$ cat src/rtl/alu_iter.sv
// rtl/alu_iter.sv - iterative multiply/divide unit, one bit per clock, start/busy/done handshake
// Optional: ALU_ITER_EARLY_TERM_EN lets MULU finish once the remaining multiplier bits are zero.
module alu_iter #(
    parameter int WIDTH = 16
) (
    input  logic             clk,
    input  logic             rst,
    input  logic             start,
    input  logic [1:0]       op,
    input  logic [WIDTH-1:0] a,
    input  logic [WIDTH-1:0] b,
    output logic             busy,
    output logic             done,
    output logic [WIDTH-1:0] res,
    output logic [WIDTH-1:0] res_hi,
    output logic             div_zero
);

    localparam int CW = $clog2(WIDTH) + 1;
    localparam logic [1:0] OP_MULU = 2'b00;

    typedef enum logic [1:0] {S_IDLE, S_RUN, S_DONE} state_t;

    state_t           state_q, state_d;
    logic [1:0]       op_q, op_d;
    logic [CW-1:0]    cnt_q, cnt_d;
    logic [WIDTH-1:0] acc_q, acc_d;
    logic [WIDTH-1:0] q_q, q_d;
    logic [WIDTH-1:0] m_q, m_d;
    logic             neg_lo_q, neg_lo_d;
    logic             neg_hi_q, neg_hi_d;
    logic [WIDTH-1:0] res_q, res_d;
    logic [WIDTH-1:0] res_hi_q, res_hi_d;
    logic             dz_q, dz_d;

    logic             sa, sb;
    logic [WIDTH-1:0] ma, mb;
    logic [WIDTH:0]   mul_sum, div_sh, div_diff;
    logic             div_ge, last;
    logic [WIDTH-1:0] step_acc, step_q, quot, rem;
    logic [2*WIDTH-1:0] prod_mag, prod;

    always_ff @(posedge clk or posedge rst) begin
        if (rst) begin
            state_q  <= S_IDLE;
            op_q     <= '0;
            cnt_q    <= '0;
            acc_q    <= '0;
            q_q      <= '0;
            m_q      <= '0;
            neg_lo_q <= 1'b0;
            neg_hi_q <= 1'b0;
            res_q    <= '0;
            res_hi_q <= '0;
            dz_q     <= 1'b0;
        end else begin
            state_q  <= state_d;
            op_q     <= op_d;
            cnt_q    <= cnt_d;
            acc_q    <= acc_d;
            q_q      <= q_d;
            m_q      <= m_d;
            neg_lo_q <= neg_lo_d;
            neg_hi_q <= neg_hi_d;
            res_q    <= res_d;
            res_hi_q <= res_hi_d;
            dz_q     <= dz_d;
        end
    end

    always_comb begin
        // Operand magnitudes; signed ops are computed unsigned and fixed up at the end
        sa = op[1] & a[WIDTH-1];
        sb = op[1] & b[WIDTH-1];
        ma = sa ? -a : a;
        mb = sb ? -b : b;

        // Multiply: right-shifting shift-add, product forms in {acc, q}
        mul_sum = {1'b0, acc_q} + ({1'b0, m_q} & {(WIDTH+1){q_q[0]}});

        // Divide: restoring step, remainder in acc, quotient shifts into q
        div_sh   = {acc_q, q_q[WIDTH-1]};
        div_diff = div_sh - {1'b0, m_q};
        div_ge   = ~div_diff[WIDTH];

        if (op_q[0]) begin
            step_acc = div_ge ? div_diff[WIDTH-1:0] : div_sh[WIDTH-1:0];
            step_q   = {q_q[WIDTH-2:0], div_ge};
        end else begin
            step_acc = mul_sum[WIDTH:1];
            step_q   = {mul_sum[0], q_q[WIDTH-1:1]};
        end

        prod_mag = {step_acc, step_q};
        last     = (cnt_q == CW'(1));
`ifdef ALU_ITER_EARLY_TERM_EN
        if (op_q == OP_MULU) begin
            if (q_q[WIDTH-1:1] == '0) last = 1'b1;
            // Skipped steps would only shift right; apply them all at once
            prod_mag = prod_mag >> (cnt_q - CW'(1));
        end
`endif
        prod = neg_lo_q ? -prod_mag : prod_mag;
        quot = neg_lo_q ? -step_q : step_q;
        rem  = neg_hi_q ? -step_acc : step_acc;
    end

    always_comb begin
        state_d  = state_q;
        op_d     = op_q;
        cnt_d    = cnt_q;
        acc_d    = acc_q;
        q_d      = q_q;
        m_d      = m_q;
        neg_lo_d = neg_lo_q;
        neg_hi_d = neg_hi_q;
        res_d    = res_q;
        res_hi_d = res_hi_q;
        dz_d     = dz_q;

        case (state_q)
            S_RUN: begin
                acc_d = step_acc;
                q_d   = step_q;
                cnt_d = cnt_q - CW'(1);
                if (last) begin
                    state_d = S_DONE;
                    if (op_q[0]) begin
                        res_d    = quot;
                        res_hi_d = rem;
                    end else begin
                        res_d    = prod[WIDTH-1:0];
                        res_hi_d = prod[2*WIDTH-1:WIDTH];
                    end
                end
            end
            default: begin
                if (state_q == S_DONE) state_d = S_IDLE;
                if (start) begin
                    op_d     = op;
                    dz_d     = 1'b0;
                    cnt_d    = CW'(WIDTH);
                    acc_d    = '0;
                    neg_lo_d = sa ^ sb;
                    neg_hi_d = sa;
                    q_d      = op[0] ? ma : mb;
                    m_d      = op[0] ? mb : ma;
                    if (op[0] && (b == '0)) begin
                        state_d  = S_DONE;
                        res_d    = '1;
                        res_hi_d = a;
                        dz_d     = 1'b1;
                    end else begin
                        state_d = S_RUN;
                    end
                end
            end
        endcase
    end

    assign busy     = (state_q == S_RUN);
    assign done     = (state_q == S_DONE);
    assign res      = res_q;
    assign res_hi   = res_hi_q;
    assign div_zero = dz_q;

endmodule

$ cat config.mk
export PLATFORM = sky130hd
export DESIGN_NAME = alu_iter
export DESIGN_NICKNAME = d
export VERILOG_FILES = /design/src/rtl/alu_iter.sv
export SDC_FILE = /design/constraint.sdc
export NUM_CORES = 1
export LEC_CHECK = 0
export ABC_AREA = 1
export BUFFER_PORTS_ARGS = -buffer_cell sky130_fd_sc_hd__buf_2
export CORE_ASPECT_RATIO = 0.9
export CORE_MARGIN = 1
export CORE_UTILIZATION = 55
export DETAILED_ROUTE_END_ITERATION = 10
export GPL_TIMING_DRIVEN = 1
export HOLD_SLACK_MARGIN = 0.12
export MAX_ROUTING_LAYER = met4
export PLACE_DENSITY_LB_ADDON = 0.3
export SLEW_MARGIN = 20
export SYNTH_ARGS = -nofsm -noshare
export SYNTH_HDL_FRONTEND = slang
export SYNTH_SLANG_ARGS = --single-unit
export TNS_END_PERCENT = 20
$ cat constraint.sdc
create_clock -name clk -period 4.1 [get_ports clk]
set_clock_uncertainty 0.1 [all_clocks]
set_input_delay 0 -clock clk [delete_from_list [all_inputs] [get_ports clk]]
set_output_delay 0 -clock clk [all_outputs]
set_load 0.1 [all_outputs]
==> results_dict.tcl <==
set metrics [dict create \
    status "completed" \
    grt_start_max_net_pins 50 \
    max-slew-margin-rel_pct 42.0 \
    crit_required_ns 4.25 \
    drv_cap 0 \
    antenna_found_initial 0 \
    rows 41 \
    wl_um 29000 \
    critical-path-max-stage-delay_ns 0.38 \
    design.die.area_um2 15200 \
    tritoncts.num_buffers 9 \
    final_area_um2 9550 \
    holdPathStages 4 \
    cpMaxStageDelayCell "sky130_fd_sc_hd__fa_2" \
    setup.worst_path.start_class "flip-flop" \
    slew_viol_final 0 \
    async_reset_ff_share_pct 100 \
    synthesis.area_per_instance_um2 6.50 \
    timing.critical_path.to_type "flip-flop" \
    overflow_after_grt 0 \
    post_route_cells_drive_above_1_share_pct 12.6 \
    grt_pass1_vias 8217 \
    period_minus_slack_ns 3.86 \
    rr_worst_depth 29 \
    netlist_instances 1243 \
    finish.net_count 1436 \
    routed_via_density 5.77 \
    period_share_pct 94.1 \
    yosysSeqAreaShare_pct 28.2 \
    hpwlAfterDp_um 22300 \
    synth-edff-count 0 \
    drt_iter0_drc 997 \
    globalplace.congestion 0.995 \
    cts_buffer_depth 2 \
    maximum_net_fanout_on_the_critical_path 5 \
    number_of_h_tree_levels 3 \
    num_io_pins 72 \
    cpMostUsedCell "sky130_fd_sc_hd__nand2_1" \
    post_synthesis_net_count 1320 \
    cts-root-buf "sky130_fd_sc_hd__clkbuf_16" \
    synth-warning-count 0 \
    floorplan.initialDensity_pct 57.0 \
    yosys.area.top_type_share_pct 28.2 \
    clock.fmax_ghz 0.259 \
    final_report_setup_violation_count 0 \
    grt_first_pass_wirelength_um 44000 \
    insertion_delay_ns 0.35 \
    timing.critical_path.arrival_ns 4.01 \
    synth.largest_area_cell "sky130_fd_sc_hd__dfrtp_1" \
    placed_cell_areas_um2 8660 \
    detail_route.drc_violations 0 \
    post_synthesis_cell_area_um2 8080 \
    min-delay-path-class "in -> reg" \
    dr_total_vias 8985 \
    global_route.usage.total_pct 40.4 \
    timing.final.hold_violations 0 \
    cts_num_sinks 91 \
    area_delta_synth_final_pct 18.3 \
    portBuffers 71 \
    postSynthRegisterBits 91 \
    crit_type "reg -> reg" \
    floorplan.die.width_um 130 \
    die_height_um 117 \
    core_um2 14200 \
    cts.reportedPaths.clkPinSlew_ns 0.07 \
    final.fill_count 1284 \
    num_antenna_cells 0 \
    yosys.cell_types.count 50 \
    regToRegSetupSlack_ns 0.24 \
    synth-main-ff-cell "sky130_fd_sc_hd__dfrtp_1" \
    postRouteAntennaNets 0 \
    synth.area.top_cells "sky130_fd_sc_hd__dfrtp_1 (28%), sky130_fd_sc_hd__nand2_1 (16%), sky130_fd_sc_hd__inv_1 (8.6%)" \
    wl_per_cell_um 18.6 \
    clock_tree_from_tritoncts "done" \
    drt-pass1-iter-count 6 \
    worstMarginPinSlew_ns 0.870 \
    tns_ns 0 \
]
## synth_stat cells, drive strengths merged, types with 10 or more instances
master,n
nand2,353
nand3,89
nor2,119
ha,38
o211ai,14
clkbuf,24
inv,195
nor3,24
o21ai,83
o22ai,24
buf,13
a31oi,10
dfrtp,91
a21oi,63
xor2,29
## worst paths after layout
kind,start,endpoint
max,q_q[15],res_hi[14]
min,op[1],q_q[15]
max reg2reg,q_q[15],res_hi[14]
min reg2reg,res_hi[15],res_hi[15]
max in group asynchronous,rst,acc_q[8]
min in group asynchronous,rst,cnt_q[0]
## per-stage QoR
| step | cells | worst slack [ns] | hold slack, ns | utilization, % |
|---|---|---|---|---|
| 6_report | 1557 | 0.244 | 0.135 | 67.5 |
| 5_1_grt | 1557 | -0.0414 | 0.155 | 67.5 |
| 4_1_cts | 1555 | 0.0727 | 0.120 | 67.1 |
| 3_5_place_dp | 1489 | 0.0757 | 0.102 | 61.1 |
| 3_3_place_gp | 1489 | 0.228 | 0.0941 | 61.1 |
| 2_1_floorplan | 1243 | 0.290 | 0.0492 | - |
## flip-flops by register name, summed over array words and instances (netlist names)
register / count
cnt_q: 5
op_q: 1
neg_lo_q: 1
res: 16
neg_hi_q: 1
state_q: 2
q_q: 16
acc_q: 16
m_q: 16
div_zero: 1
res_hi: 16
## placed cells by master, fill, tap and decap left out, types with 18 or more instances in the layout
cell / n
sky130_fd_sc_hd__buf_4: 20
sky130_fd_sc_hd__o21ai_0: 73
sky130_fd_sc_hd__nor2_1: 109
sky130_fd_sc_hd__nand3_1: 80
sky130_fd_sc_hd__nand2_1: 337
sky130_fd_sc_hd__xor2_1: 29
sky130_fd_sc_hd__nor3_1: 18
sky130_fd_sc_hd__dlygate4sd3_1: 50
sky130_fd_sc_hd__buf_2: 71
sky130_fd_sc_hd__o22ai_1: 24
sky130_fd_sc_hd__ha_1: 38
sky130_fd_sc_hd__inv_1: 183
sky130_fd_sc_hd__a21oi_1: 59
sky130_fd_sc_hd__dfrtp_1: 91
## critical path, delay by kind of cell, from the launching register on
kind,cells,cell delay [ns]
simple gates,19,2.02
fa+ha+maj,3,0.70
buf+inv,5,0.31
compound gates,2,0.26
flops,1,0.36
## cell families after synthesis
| kind of cell | share of synthesized area, % |
|---|---|
| xor+xnor | 4.12 |
| buf+inv | 11.4 |
| compound gates | 17.1 |
| fa+ha+maj | 6.38 |
| simple gates | 32.8 |
| flops | 28.2 |
## repair_timing
item,in CTS,in global routing
endpoints found under the setup margin,0,10
gates resized for setup,0,7
hold buffers,50,0
setup buffers,0,2
hold endpoints to repair,99,0
## layer usage
layer,track usage [%],up-vias,routed length (um)
met1,53.6,4161,12400
met5,-,-,0
met3,10.0,67,3050
li1,-,4277,-
met2,59.6,480,12600
met4,14.5,0,960
## final cells by class
class	instances	area [um^2]	share of cell area [%]
Multi-Input combinational cell	917	4910	51.4
Sequential cell	91	2280	23.8
Timing Repair Buffer	142	1030	10.7
Inverter	198	744	7.79
Tap cell	193	241	2.53
Clock buffer	9	225	2.36
Clock inverter	7	124	1.30
Power is left out: the tool's default activity adds up to more than one toggle a clock period on the data nets, which glitch-free logic cannot reach.
